### src/rtl/row_mem_scatter_if.sv
// row_mem_scatter_if: activation/weight input streams and row-memory write buses.
// slave = scatter block side, master = stream producer / memory side.
interface row_mem_scatter_if #(
  parameter int INPUT_BW       = 8,
  parameter int IA_ADDR_W      = 6,
  parameter int W_ADDR_W       = 8,
  parameter int NUM_IA_ROW_MEM = 96,
  parameter int NUM_W_ROW_MEM  = 15
);
  logic                      act_valid;
  logic [INPUT_BW-1:0]       act_data;
  logic                      act_ready;
  logic                      w_valid;
  logic [INPUT_BW-1:0]       w_data;
  logic                      w_ready;
  logic [INPUT_BW-1:0]       ia_wdata;
  logic [IA_ADDR_W-1:0]      ia_waddr;
  logic [NUM_IA_ROW_MEM-1:0] ia_en;
  logic [NUM_IA_ROW_MEM-1:0] ia_we;
  logic [INPUT_BW-1:0]       w_wdata;
  logic [W_ADDR_W-1:0]       w_waddr;
  logic [NUM_W_ROW_MEM-1:0]  w_en;
  logic [NUM_W_ROW_MEM-1:0]  w_we;

  modport slave (
    input  act_valid, act_data, w_valid, w_data,
    output act_ready, w_ready,
    output ia_wdata, ia_waddr, ia_en, ia_we,
    output w_wdata, w_waddr, w_en, w_we
  );

  modport master (
    output act_valid, act_data, w_valid, w_data,
    input  act_ready, w_ready,
    input  ia_wdata, ia_waddr, ia_en, ia_we,
    input  w_wdata, w_waddr, w_en, w_we
  );
endinterface

### src/rtl/row_mem_scatter.sv
// row_mem_scatter: scatters activation/weight byte streams into per-row SRAMs.
// Define ROW_MEM_SCATTER_ZERO_PAD_EN to generate border zero writes in-block.
module row_mem_scatter #(
  parameter int INPUT_BW       = 8,
  parameter int DIM_W          = 6,
  parameter int K_MAX          = 5,
  parameter int IC_PAR         = 3,
  parameter int NUM_IA_ROW_MEM = 96,
  parameter int IA_ADDR_W      = 6,
  parameter int NUM_W_ROW_MEM  = 15,
  parameter int W_ADDR_W       = 8
) (
  input  logic             clk,
  input  logic             resetn,
  input  logic             start,
  output logic             busy,
  output logic             done,
  output logic             cfg_err,
  input  logic [2:0]       cfg_k,
  input  logic [1:0]       cfg_ic,
  input  logic [DIM_W-1:0] cfg_oc,
  input  logic [DIM_W-1:0] cfg_img_h,
  input  logic [DIM_W-1:0] cfg_img_w,
  row_mem_scatter_if.slave bus
);

  localparam int ROWS  = NUM_IA_ROW_MEM / IC_PAR;
  localparam int CW    = DIM_W + 1;
  localparam int IAR_W = $clog2(NUM_IA_ROW_MEM);
  localparam int WR_W  = $clog2(NUM_W_ROW_MEM);
  localparam int WA_W  = W_ADDR_W + 1;
  localparam logic [NUM_IA_ROW_MEM-1:0] IA_ONE = NUM_IA_ROW_MEM'(1);
  localparam logic [NUM_W_ROW_MEM-1:0]  W_ONE  = NUM_W_ROW_MEM'(1);

  typedef enum logic [1:0] {IDLE, CHECK, LOAD, DONE} state_t;
  state_t state, state_nx;

  logic [2:0]       k_q;
  logic [1:0]       ic_q;
  logic [DIM_W-1:0] oc_q, h_q, w_q;
  logic [CW-1:0]    ph_q, pw_q, ph_c, pw_c;
  logic             err_q, cfg_bad;

  logic [1:0]       a_ic;
  logic [CW-1:0]    a_r, a_c;
  logic [IAR_W-1:0] a_base, a_row;
  logic             a_fin, a_run, a_pad, a_adv;
  logic             a_last_c, a_last_r, a_last_ic;

  logic [1:0]       w_ic;
  logic [DIM_W-1:0] w_oc;
  logic [2:0]       w_kr, w_kc;
  logic [WR_W-1:0]  w_rbase, w_row;
  logic [WA_W-1:0]  w_abase, w_addr;
  logic             w_fin, w_run, w_adv;
  logic             w_last_kc, w_last_kr, w_last_oc, w_last_ic;

  assign ph_c = CW'(h_q) + CW'(k_q) - CW'(1);
  assign pw_c = CW'(w_q) + CW'(k_q) - CW'(1);

  assign cfg_bad = (k_q == 3'd0)
                || (32'(k_q) > 32'(K_MAX))
                || (ic_q == 2'd0)
                || (32'(ic_q) > 32'(IC_PAR))
                || (oc_q == '0)
                || (32'(ph_c) > 32'(ROWS))
                || (32'(pw_c) > 32'(1 << IA_ADDR_W))
                || (32'(oc_q) * 32'(k_q) > 32'(1 << W_ADDR_W));

`ifdef ROW_MEM_SCATTER_ZERO_PAD_EN
  logic [CW-1:0] pt;
  // top/left border is (K-1)/2; bottom/right takes the remainder
  assign pt    = CW'((k_q - 3'd1) >> 1);
  assign a_pad = (a_r < pt) || (a_r >= pt + CW'(h_q))
              || (a_c < pt) || (a_c >= pt + CW'(w_q));
`else
  assign a_pad = 1'b0;
`endif

  assign a_run = (state == LOAD) && !a_fin;
  assign a_adv = a_run && (a_pad || bus.act_valid);
  assign w_run = (state == LOAD) && !w_fin;
  assign w_adv = w_run && bus.w_valid;

  assign bus.act_ready = a_run && !a_pad;
  assign bus.w_ready   = w_run;

  assign a_last_c  = a_c == pw_q - CW'(1);
  assign a_last_r  = a_r == ph_q - CW'(1);
  assign a_last_ic = a_ic == ic_q - 2'd1;
  assign a_row     = a_base + IAR_W'(a_r);

  assign w_last_kc = w_kc == k_q - 3'd1;
  assign w_last_kr = w_kr == k_q - 3'd1;
  assign w_last_oc = w_oc == oc_q - DIM_W'(1);
  assign w_last_ic = w_ic == ic_q - 2'd1;
  assign w_row     = w_rbase + WR_W'(w_kr);
  assign w_addr    = w_abase + WA_W'(w_kc);

  assign busy    = (state == CHECK) || (state == LOAD);
  assign done    = state == DONE;
  assign cfg_err = done && err_q;

  always_ff @(posedge clk or negedge resetn) begin
    if (!resetn) state <= IDLE;
    else         state <= state_nx;
  end

  always_comb begin
    state_nx = state;
    unique case (state)
      IDLE:    if (start) state_nx = CHECK;
      CHECK:   state_nx = cfg_bad ? DONE : LOAD;
      LOAD:    if (a_fin && w_fin) state_nx = DONE;
      DONE:    state_nx = IDLE;
      default: state_nx = IDLE;
    endcase
  end

  always_ff @(posedge clk or negedge resetn) begin
    if (!resetn) begin
      k_q   <= '0;
      ic_q  <= '0;
      oc_q  <= '0;
      h_q   <= '0;
      w_q   <= '0;
      ph_q  <= '0;
      pw_q  <= '0;
      err_q <= 1'b0;
    end else begin
      if (state == IDLE && start) begin
        k_q  <= cfg_k;
        ic_q <= cfg_ic;
        oc_q <= cfg_oc;
        h_q  <= cfg_img_h;
        w_q  <= cfg_img_w;
      end
      if (state == CHECK) begin
        err_q <= cfg_bad;
        ph_q  <= ph_c;
        pw_q  <= pw_c;
      end
    end
  end

  // activation walk: ic -> row -> column
  always_ff @(posedge clk or negedge resetn) begin
    if (!resetn) begin
      a_ic   <= '0;
      a_r    <= '0;
      a_c    <= '0;
      a_base <= '0;
      a_fin  <= 1'b0;
    end else if (state == CHECK) begin
      a_ic   <= '0;
      a_r    <= '0;
      a_c    <= '0;
      a_base <= '0;
      a_fin  <= (ph_c == '0) || (pw_c == '0);
    end else if (a_adv) begin
      if (!a_last_c) a_c <= a_c + CW'(1);
      else begin
        a_c <= '0;
        if (!a_last_r) a_r <= a_r + CW'(1);
        else begin
          a_r <= '0;
          if (!a_last_ic) begin
            a_ic   <= a_ic + 2'd1;
            a_base <= a_base + IAR_W'(ROWS);
          end else a_fin <= 1'b1;
        end
      end
    end
  end

  // weight walk: ic -> oc -> kernel row -> kernel column
  always_ff @(posedge clk or negedge resetn) begin
    if (!resetn) begin
      w_ic    <= '0;
      w_oc    <= '0;
      w_kr    <= '0;
      w_kc    <= '0;
      w_rbase <= '0;
      w_abase <= '0;
      w_fin   <= 1'b0;
    end else if (state == CHECK) begin
      w_ic    <= '0;
      w_oc    <= '0;
      w_kr    <= '0;
      w_kc    <= '0;
      w_rbase <= '0;
      w_abase <= '0;
      w_fin   <= 1'b0;
    end else if (w_adv) begin
      if (!w_last_kc) w_kc <= w_kc + 3'd1;
      else begin
        w_kc <= '0;
        if (!w_last_kr) w_kr <= w_kr + 3'd1;
        else begin
          w_kr <= '0;
          if (!w_last_oc) begin
            w_oc    <= w_oc + DIM_W'(1);
            w_abase <= w_abase + WA_W'(k_q);
          end else begin
            w_oc    <= '0;
            w_abase <= '0;
            if (!w_last_ic) begin
              w_ic    <= w_ic + 2'd1;
              w_rbase <= w_rbase + WR_W'(k_q);
            end else w_fin <= 1'b1;
          end
        end
      end
    end
  end

  always_ff @(posedge clk or negedge resetn) begin
    if (!resetn) begin
      bus.ia_en    <= '0;
      bus.ia_we    <= '0;
      bus.ia_wdata <= '0;
      bus.ia_waddr <= '0;
      bus.w_en     <= '0;
      bus.w_we     <= '0;
      bus.w_wdata  <= '0;
      bus.w_waddr  <= '0;
    end else begin
      bus.ia_en <= a_adv ? (IA_ONE << a_row) : '0;
      bus.ia_we <= a_adv ? (IA_ONE << a_row) : '0;
      if (a_adv) begin
        bus.ia_wdata <= a_pad ? '0 : bus.act_data;
        bus.ia_waddr <= IA_ADDR_W'(a_c);
      end
      bus.w_en <= w_adv ? (W_ONE << w_row) : '0;
      bus.w_we <= w_adv ? (W_ONE << w_row) : '0;
      if (w_adv) begin
        bus.w_wdata <= bus.w_data;
        bus.w_waddr <= W_ADDR_W'(w_addr);
      end
    end
  end

endmodule
### src/flat_wrapper.sv
// flat-port wrapper written by rule: the top's interface ports become plain ports
module row_mem_scatter_flat 
#(
  parameter int INPUT_BW       = 8,
  parameter int DIM_W          = 6,
  parameter int K_MAX          = 5,
  parameter int IC_PAR         = 3,
  parameter int NUM_IA_ROW_MEM = 96,
  parameter int IA_ADDR_W      = 6,
  parameter int NUM_W_ROW_MEM  = 15,
  parameter int W_ADDR_W       = 8
)
  (clk, resetn, start, busy, done, cfg_err, cfg_k, cfg_ic, cfg_oc, cfg_img_h, cfg_img_w, bus_act_valid, bus_act_data, bus_w_valid, bus_w_data, bus_act_ready, bus_w_ready, bus_ia_wdata, bus_ia_waddr, bus_ia_en, bus_ia_we, bus_w_wdata, bus_w_waddr, bus_w_en, bus_w_we);
  row_mem_scatter_if #(.INPUT_BW(INPUT_BW), .IA_ADDR_W(IA_ADDR_W), .W_ADDR_W(W_ADDR_W), .NUM_IA_ROW_MEM(NUM_IA_ROW_MEM), .NUM_W_ROW_MEM(NUM_W_ROW_MEM)) bus_i ();
  input  logic clk;
  input  logic resetn;
  input  logic start;
  output logic busy;
  output logic done;
  output logic cfg_err;
  input  logic [2:0] cfg_k;
  input  logic [1:0] cfg_ic;
  input  logic [DIM_W-1:0] cfg_oc;
  input  logic [DIM_W-1:0] cfg_img_h;
  input  logic [DIM_W-1:0] cfg_img_w;
  input wire logic [$bits(bus_i.act_valid)-1:0] bus_act_valid;
  input wire logic [$bits(bus_i.act_data)-1:0] bus_act_data;
  input wire logic [$bits(bus_i.w_valid)-1:0] bus_w_valid;
  input wire logic [$bits(bus_i.w_data)-1:0] bus_w_data;
  output wire logic [$bits(bus_i.act_ready)-1:0] bus_act_ready;
  output wire logic [$bits(bus_i.w_ready)-1:0] bus_w_ready;
  output wire logic [$bits(bus_i.ia_wdata)-1:0] bus_ia_wdata;
  output wire logic [$bits(bus_i.ia_waddr)-1:0] bus_ia_waddr;
  output wire logic [$bits(bus_i.ia_en)-1:0] bus_ia_en;
  output wire logic [$bits(bus_i.ia_we)-1:0] bus_ia_we;
  output wire logic [$bits(bus_i.w_wdata)-1:0] bus_w_wdata;
  output wire logic [$bits(bus_i.w_waddr)-1:0] bus_w_waddr;
  output wire logic [$bits(bus_i.w_en)-1:0] bus_w_en;
  output wire logic [$bits(bus_i.w_we)-1:0] bus_w_we;
  assign bus_i.act_valid = bus_act_valid;
  assign bus_i.act_data = bus_act_data;
  assign bus_i.w_valid = bus_w_valid;
  assign bus_i.w_data = bus_w_data;
  assign bus_act_ready = bus_i.act_ready;
  assign bus_w_ready = bus_i.w_ready;
  assign bus_ia_wdata = bus_i.ia_wdata;
  assign bus_ia_waddr = bus_i.ia_waddr;
  assign bus_ia_en = bus_i.ia_en;
  assign bus_ia_we = bus_i.ia_we;
  assign bus_w_wdata = bus_i.w_wdata;
  assign bus_w_waddr = bus_i.w_waddr;
  assign bus_w_en = bus_i.w_en;
  assign bus_w_we = bus_i.w_we;
  row_mem_scatter #(.INPUT_BW(INPUT_BW), .DIM_W(DIM_W), .K_MAX(K_MAX), .IC_PAR(IC_PAR), .NUM_IA_ROW_MEM(NUM_IA_ROW_MEM), .IA_ADDR_W(IA_ADDR_W), .NUM_W_ROW_MEM(NUM_W_ROW_MEM), .W_ADDR_W(W_ADDR_W)) u_core (.clk(clk), .resetn(resetn), .start(start), .busy(busy), .done(done), .cfg_err(cfg_err), .cfg_k(cfg_k), .cfg_ic(cfg_ic), .cfg_oc(cfg_oc), .cfg_img_h(cfg_img_h), .cfg_img_w(cfg_img_w), .bus(bus_i));
endmodule
### config.mk
export PLATFORM = sky130hd
export DESIGN_NAME = row_mem_scatter_flat
export DESIGN_NICKNAME = d
export VERILOG_FILES = /design/src/rtl/row_mem_scatter_if.sv /design/src/rtl/row_mem_scatter.sv /design/src/flat_wrapper.sv
export SDC_FILE = /design/constraint.sdc
export NUM_CORES = 1
export LEC_CHECK = 0
export CORE_MARGIN = 8
export CORE_UTILIZATION = 25
export CTS_CLUSTER_DIAMETER = 50
export DETAILED_ROUTE_END_ITERATION = 8
export PLACE_DENSITY = 0.56
export SETUP_SLACK_MARGIN = 0.15
export SYNTH_ARGS = -nofsm -noshare
export SYNTH_HDL_FRONTEND = slang
export SYNTH_SLANG_ARGS = --single-unit
export TNS_END_PERCENT = 1
### constraint.sdc
create_clock -name clk -period 2.7 [get_ports clk]
set_input_delay 0.405 -clock clk [delete_from_list [all_inputs] [get_ports clk]]
set_output_delay 0.405 -clock clk [all_outputs]
set_load 0.01 [all_outputs]
### Word level (Yosys, flattened, before mapping)

Cells that the tools add are included.

* shifts and indexed selects: 2
* equal/unequal tests: 14
* add/subtract/negate cells: 22
* reductions and logical operators: 40
* mux-type cells: 63
* $lt $le $gt $ge: 4
* multiply operators: 1

Operator list (count)
* 96-bit 2-to-1 mux: 1
* 1-bit by 7-bit << shifter with 96-bit output (first input constant): 1
* 7-bit 2-to-1 mux: 12
* 9-bit 2-to-1 mux: 5
* 6-bit 2-to-1 mux: 5
* 7-bit by 1-bit subtractor with 7-bit output (second input constant): 4
* 2-bit 2-to-1 mux: 13
* 4-bit 2-to-1 mux: 6
* 3-bit 2-to-1 mux: 7
* 2-bit nonzero test: 9
* 15-bit 2-to-1 mux: 1
* 1-bit by 4-bit << shifter with 15-bit output (first input constant): 1
* 6-bit by 3-bit adder with 7-bit output: 2
* 7-bit by 1-bit adder with 7-bit output (second input constant): 2
* 7-bit equality test: 2
* 7-bit zero test: 2
* 1-bit 2-to-1 mux: 12
* 5-bit AND reduction: 2
* 9-bit by 3-bit adder with 9-bit output: 1
* 9-bit greater-than comparator (second input constant): 1
* 6-bit by 3-bit multiplier with 9-bit output: 1
* 4-bit by 3-bit adder with 4-bit output: 2
* 8-bit by 3-bit adder with 8-bit output: 1
* 1-bit logical OR: 8
* 26 further kinds: 45

* register bits: 233
* output and inout bits: 257

### Longest topological paths before layout

Gate-level depths: netlist of the first run.

* depth after elaboration: 9
* mapped depth: 13

### Worst setup path after synthesis of the first run

No wires, ideal clock.

* path type: register to register
* from: register u_core.k_q[0]
* to: register u_core.err_q
* path slack: -0.249 ns
* data required time: 2.550 ns
* setup time: 0.150 ns
* cell stages (with the launch flop): 14
* buffers on the path: 1
* arrival time: 2.800 ns
* cell sequence: dfrtp_1 > clkbuf_1 > inv_1 > nor2_1 > fa_1 > ha_1 > inv_1 > fa_1 > nand2b_1 > a21oi_1 > xnor2_1 > o2111ai_1 > o22ai_1 > a41oi_1

* longest elaborated chain between the ends: 7
* elaborated cells between the ends (all ways): 16
* those cells by class: 4 x add/sub; 1 x mul; 4 x order compare; 7 x reduce/logical

Ends and longest elaborated chain
* start: declaration: RTL line row_mem_scatter.sv:38 `logic [2:0] k_q;`
* start signal: assignment: RTL line row_mem_scatter.sv:132 `k_q <= cfg_k;`
* parallel branches: the longest is 6 deep, another holds 6-bit by 3-bit multiplier with 9-bit output
* 1-bit logical OR *: RTL line row_mem_scatter.sv:68 `|| (32'(oc_q) * 32'(k_q) > 32'(1 << W_ADDR_W));`
* end signal: assignment: RTL line row_mem_scatter.sv:139 `err_q <= cfg_bad;`
* end: declaration: RTL line row_mem_scatter.sv:42 `logic err_q, cfg_bad;`

Mark *: on every way between the ends.
A chain may end at the register's enable or synchronous reset.

### Worst setup path in the final report of the first run

Ends and elaborated chain as after synthesis.

==> out/results.txt, run 1 <==
Worst Hold Class -> in -> async
worst skew pair latency -> 0.53 ns
drt pass-1 iters -> 6
CTS buffer count -> 36
fin area -> 16,400 um^2
most frequent cells in the layout -> clkdlybuf4s50_1 (297), dfrtp_1 (223), nor2_1 (168), nand2_1 (137), buf_4 (56)
placed cell area -> 15,000 um^2
Bufs on Longest Clock Path -> 3
Setup Viol. Count Final -> 3
Setup Crit Path Kind -> reg -> reg
Syn Area/Cell -> 9.99 um^2
buffers added on ports -> 300
Nets -> 1,534
most common cell after layout, fill and taps aside -> clkdlybuf4s50_1
leakage -> 7.20 nW
Hold Vio Cnt, Final -> 0
area occupied by multi-input gates -> 5050 um^2
GRT overflow -> 0
starting density of the core -> 0.253
Seq. cell area -> 5690 um^2
vias in the first global route -> 9,076
Via Count -> 8,742
violated checks -> setup timing
clk slew on worst S/H paths -> 0.05 ns
fin crit share -> 1.01
synth-to-layout area growth -> 39.3%
Worst setup startpoint -> u_core.k_q[0]
row cnt -> 79
FF-to-FF Start -> u_core.k_q[0]
# clock sinks -> 227
Cells after Synth -> 1,175
I/O pin total -> 301
CP max FO -> 2
RSZ-0062 raised after global routing -> yes
H-tree depth -> 2
CTS root buf -> clkbuf_16
pin count of the biggest net entering global routing -> 65
fin cells -> 2,050
share of cells above drive strength 1 -> 0.143
Syn Nets -> 1,289
antenna-violating nets left -> 0
worst slew pin tran -> 0.719 ns
outcome -> finished, violations left
Synth async-reset ratio -> 1.00
Fin Clk Skew -> 0.0127 ns
first-pass GRT wire length -> 51,900 um
core area -> 46,500 um^2
maximum VDD drop -> 0.000491 V
R2R Path End -> u_core.err_q
final worst-path setup slack -> -0.0203 ns
Slowest-stage cell, CP -> fa_1
Post-synth EDFFs -> 0
DP HPWL -> 26,700 um
Seq/Total Area, Yosys -> 0.484
Synth Flop Type -> dfrtp_1
final WL -> 33,700 um
number of fill cells -> 4,652
Die ar. -> 54,200 um^2
r2r setup slk -> -0.02 ns
Die H -> 233 um
Tmin final -> 2.72 ns
FMAX -> 0.368 GHz
chip width -> 233 um
setup TNS -> -0.0283 ns
RePlAce Congestion -> 0.786
initial antenna violation count -> 0
CP endpoint kind -> register
Final Core Density -> 0.352
Setup crit end -> u_core.err_q
slew margin rel. -> 0.520
drc violations -> 0
Cell Pwr Density -> 996 nW/um^2
total global-route track usage -> 0.120
critical-path cell list -> inv_4 -> nor2_2 -> fa_1 -> ha_2 -> inv_2 -> fa_2 -> nand2b_4 -> a21oi_4 -> xnor2_2 -> o2111ai_2 -> o22ai_2 -> a41oi_2
routed vias/inst -> 4.26
max cap viols -> 0
CTS tree -> done
synth unique cells -> 74
Synthesis Warnings -> 0
number of diodes -> 0
Reg2Reg Depth -> 12
Mapped Area -> 11,700 um^2
synthesized flop and latch total -> 227
critical path required time -> 3.09 ns
Post-Place Cells -> 1,984
Arr. time, crit path -> 3.11 ns
Crit path largest cell delay -> 0.54 ns
Final Max Slew Viols -> 0
drt first-iter violations -> 337
Critical Path Start Type -> register
WL/cell -> 16.5 um
[metal layers]
layer | vias to the layer above | wire [um] | GRT usage
met4 | 0 | 604 | 0.0303
met5 | - | 0 | 0
li1 | 4247 | - | -
met3 | 42 | 2800 | 0.0354
met1 | 4170 | 13800 | 0.141
met2 | 283 | 16500 | 0.213
[critical path: cells and delay by family, from the launching register on]
| kind | cells | cell delay (ns) |
|---|---|---|
| adder cells (fa/ha/maj) | 3 | 1.07 |
| AO/OA/AOI/OAI | 4 | 0.64 |
| AND/OR/NAND/NOR | 2 | 0.20 |
| flip-flops | 1 | 0.43 |
| XOR/XNOR | 1 | 0.14 |
| buffers and inverters | 2 | 0.10 |
[synthesized netlist by cell type, types with 3 or more instances]
master | number | share of area
dfrtp_1 | 227 | 0.48
nor2_1 | 170 | 0.054
nand2_1 | 137 | 0.044
buf_4 | 111 | 0.071
ha_1 | 59 | 0.063
inv_1 | 59 | 0.019
xnor2_1 | 42 | 0.031
clkbuf_1 | 31 | 0.0099
mux2_2 | 27 | 0.026
nand3_1 | 26 | 0.011
a21oi_1 | 24 | 0.010
nor2b_1 | 21 | 0.011
o21ai_0 | 21 | 0.0089
nor3_1 | 18 | 0.0077
xor2_1 | 18 | 0.013
a21o_1 | 17 | 0.011
fa_1 | 11 | 0.019
mux2_1 | 10 | 0.0096
a211oi_1 | 9 | 0.0058
nor3b_1 | 8 | 0.0051
o21ai_1 | 8 | 0.0034
and2_1 | 7 | 0.0037
and3_1 | 7 | 0.0037
nand3b_1 | 7 | 0.0045
buf_1 | 6 | 0.0019
nand2b_1 | 6 | 0.0032
o2bb2ai_1 | 6 | 0.0045
buf_2 | 5 | 0.0021
or3_1 | 5 | 0.0027
nor4_1 | 4 | 0.0021
a211o_1 | 3 | 0.0022
a22oi_1 | 3 | 0.0019
a31o_1 | 3 | 0.0022
o2111ai_1 | 3 | 0.0022
o22ai_1 | 3 | 0.0016
[registers in the layout, summed over array words and instances (netlist names), 8 cells and up]
signal               flops
u_core.bus.ia_en        96
u_core.bus.w_en         15
u_core.bus.ia_wdata      8
u_core.bus.w_waddr       8
u_core.bus.w_wdata       8
u_core.w_abase           8
[area by class of cell]
type                       count  area share
multi-input combinational    734       0.308
clock buffer                  42      0.0577
clock inverter                19      0.0118
timing repair buffer         361       0.214
sequential                   227       0.348
tap                          607      0.0464
inverter                      60      0.0141
[how the worst min path moves through the flow]
| stage | start | to | cells past startpoint |
|---|---|---|---|
| final | resetn | u_core.bus.w_waddr[7] | 2 |
| after global placement | resetn | u_core.w_abase[7] | 1 |
| after floorplan | resetn | u_core.a_base[5] | 0 |
| after CTS | bus_w_data[0] | u_core.bus.w_wdata[0] | 3 |
| after global routing | bus_w_data[7] | u_core.bus.w_wdata[7] | 3 |
| after detailed placement | resetn | u_core.w_abase[7] | 1 |
[through the flow]
step / hold slack, ns / power [mW] / setup slack, ns
detailed placement: 0.396 / 11.6 / -0.148
floorplan: 0.109 / 9.21 / -0.0213
global route: 0.386 / 17.6 / -0.183
CTS: 0.366 / 16.3 / -0.0607
finish: 0.411 / 16.3 / -0.0203
global placement: 0.392 / 11.5 / -0.0278
[logic make-up (layout without fill, tap and decap cells)]
family	count (synthesis)	count (layout)	synth area share
XOR/XNOR	61	61	0.0468
flip-flops	227	227	0.484
multiplexers	39	39	0.0372
buffers and inverters	214	482	0.105
adder cells (fa/ha/maj)	70	70	0.0816
AO/OA/AOI/OAI	126	126	0.0746
AND/OR/NAND/NOR	438	438	0.172
[timing repair]
action	4_1_cts	5_1_grt
hold buffers	1	0
setup endpoints to repair	40	50
pin swaps	15	13
endpoints found under the hold margin	55	0
gates resized for setup	25	25
setup buffers	4	0
[report_power, final]
part,internal [mW],switching (mW)
registers,4.06,0.617
logic,3.44,3.84
clock network,2.64,1.70
Note: power is estimated with default switching activity, not from simulation.
==> run 2: changes to the inputs <==
GPL_TIMING_DRIVEN = 0   (was not set)
PLACE_DENSITY = 0.54   (was 0.56)
clock period = 3.1 ns   (was 2.7 ns; I/O delays follow)
==> run 2 against run 1 <==
  * The run now ends clean
  * Sequential cell count unchanged
  * Largest power group unchanged
  * Routed wire length up 5.2%
  * Sequential share of layout area down 1.4 points
  * Fmax down 7.8%
  * Count of clock-buffer cells in the layout up 4
  * Core utilization up 1.5 points
  * Cell count up 5.5%
  * Clock power down 8.3%
  * Clock skew up 0.015 ns
==> out/results.txt, run 2 (synthesized netlist as in run 1, its figures left out) <==
total global-route track usage -> 0.126 (+0.00557)
WL/cell -> 16.4 um (-0.25%)
met1 Usage GRT -> 0.145 (+0.00439)
setup TNS -> 0 ns (+0.0283 ns)
outcome -> completed
DP HPWL -> 27,900 um (+4.4%)
drt pass-1 iters -> 4 (-2)
Cell Pwr Density -> 827 nW/um^2 (-17%)
most common cell after layout, fill and taps aside -> clkdlybuf4s50_1
final WL -> 35,500 um (+5.2%)
critical-path cell list -> buf_6 -> inv_6 -> nor2_1 -> fa_1 -> ha_2 -> inv_1 -> fa_2 -> nand2b_4 -> a21oi_4 -> xnor2_1 -> o2111ai_1 -> o22ai_2 -> a41oi_2
GRT overflow -> 0 (unchanged)
Bufs on Longest Clock Path -> 3 (unchanged)
RePlAce Congestion -> 0.807 (+2.6%)
FF-to-FF Start -> u_core.k_q[2]
Levels on crit path -> 13 (+1)
R2R Path End -> u_core.err_q
CP endpoint kind -> register
r2r setup slk -> 0.15 ns (+0.17 ns)
FMAX -> 0.339 GHz (-7.8%)
pin count of the biggest net entering global routing -> 103 (+58%)
Buf/Inv on CP -> 3 (+1)
Final Core Density -> 0.367 (+0.0148)
share of cells above drive strength 1 -> 0.172 (+0.0283)
grt peak-use layer -> met2
Reg2Reg Depth -> 13 (+1)
Setup Crit Path Kind -> reg -> reg
Critical Path Start Type -> register
cell family with most CP delay -> adder cells
CTS tree -> done
RSZ-0062 raised after global routing -> yes
CP max FO -> 8 (+6)
H-tree depth -> 2 (unchanged)
fin cells -> 2,162 (+5.5%)
clk slew on worst S/H paths -> 0.05 ns (about the same)
Post-Place Cells -> 2,084 (+5.0%)
Worst Hold Class -> in -> async
drt first-iter violations -> 416 (+23%)
critical path required time -> 3.47 ns (+0.38 ns)
Pwr Total -> 14.1 mW (-13%)
hold_ws -> 0.361 ns (-0.0496 ns)
core area -> 46,500 um^2 (unchanged)
leakage -> 7.70 nW (+7.0%)
max FFs per register -> 96 (unchanged)
starting density of the core -> 0.253 (unchanged)
Hold Vio Cnt, Final -> 0 (unchanged)
buffers added on ports -> 300 (unchanged)
drc violations -> 0 (unchanged)
Setup Viol. Count Final -> 0 (-3)
Global Route met3 Usage -> 0.0325 (-0.00292)
worst skew pair latency -> 0.54 ns (about the same)
routed vias/inst -> 4.26 (about the same)
most frequent cells in the layout -> clkdlybuf4s50_1 (299), dfrtp_1 (225), nor2_1 (169), nand2_1 (137), buf_4 (123)
worst slew pin tran -> 0.933 ns (+0.215 ns)
Nets -> 1,642 (+7.0%)
I/O pin total -> 301 (unchanged)
number of diodes -> 0 (unchanged)
Tmin final -> 2.95 ns (+0.229 ns)
Reg with most FFs -> u_core.bus.ia_en
maximum VDD drop -> 0.000508 V (+3.5%)
row cnt -> 79 (unchanged)
first-pass GRT wire length -> 53,900 um (+3.8%)
Crit path largest cell delay -> 0.54 ns (about the same)
slew margin rel. -> 0.373 (-0.147)
Final Max Slew Viols -> 0 (unchanged)
Arr. time, crit path -> 3.32 ns (+0.21 ns)
max cap viols -> 0 (unchanged)
Die H -> 233 um (unchanged)
Die ar. -> 54,200 um^2 (unchanged)
synth-to-layout area growth -> 45.2%
antenna-violating nets left -> 0 (unchanged)
initial antenna violation count -> 0 (unchanged)
Fin Clk Skew -> 0.0272 ns (+0.0145 ns)
vias in the first global route -> 9,576 (+5.5%)
CTS buffer count -> 35 (-2.8%)
Slowest-stage cell, CP -> fa_1
fin crit share -> 0.951 (-0.0562)
chip width -> 233 um (unchanged)
Via Count -> 9,213 (+5.4%)
biggest regs -> u_core.bus.ia_en: 96 flops, u_core.bus.w_en: 15 flops
CTS root buf -> clkbuf_16
met2 Track Usage GR -> 0.224 (+0.0107)
# clock sinks -> 227 (unchanged)
## run 2: layout make-up
class                      instances  area (um^2)
clock buffer                      46          988
sequential                       227         5680
tap                              607          759
multi-input combinational        734         4970
timing repair inverter             1         5.00
inverter                          60          241
fill                            4655        29400
clock inverter                    18          200
buffer                           154         1030
timing repair buffer             315         3160
## run 2: worst max path at each step
| stage | startpoint | endpoint |
|---|---|---|
| floorplan | u_core.k_q[0] | u_core.err_q |
| global placement | resetn | u_core.bus.ia_en[65] |
| detailed placement | u_core.k_q[0] | u_core.w_rbase[3] |
| CTS | u_core.k_q[2] | u_core.err_q |
| global route | u_core.k_q[0] | u_core.state[0] |
| finish | u_core.k_q[2] | u_core.err_q |
## run 2: stage by stage
step | setup slack, ns | area, um^2
2_1_floorplan | 0.151 | 11700
5_1_grt | 0.0479 | 17000
3_5_place_dp | -0.531 | 15600
6_report | 0.151 | 17000
3_3_place_gp | -8.36 | 15500
4_1_cts | 0.0853 | 16900
## run 2: routing by layer
| metal | vias to the layer above | part of all wire | wire length (um) |
|---|---|---|---|
| li1 | 4496 | - | - |
| met1 | 4405 | 0.41 | 14600 |
| met2 | 262 | 0.49 | 17400 |
| met3 | 50 | 0.072 | 2560 |
| met4 | 0 | 0.027 | 975 |
| met5 | - | 0 | 0 |
## run 2: timing repair
item	4_1_cts	5_1_grt
hold buffers	1	0
endpoints found under the hold margin	24	0
pin swaps	2	10
resized for setup	22	33
setup endpoints to repair	104	49
buffers inserted	9	3
cloned	1	0
## run 2: power by group
| part | internal, mW | switching, mW | total, mW | leakage (nW) |
|---|---|---|---|---|
| Clock | 2.46 | 1.52 | 3.98 | 0.572 |
| Combinational | 2.73 | 3.30 | 6.03 | 4.11 |
| Sequential | 3.53 | 0.562 | 4.09 | 3.02 |
| Total | 8.72 | 5.38 | 14.1 | 7.70 |
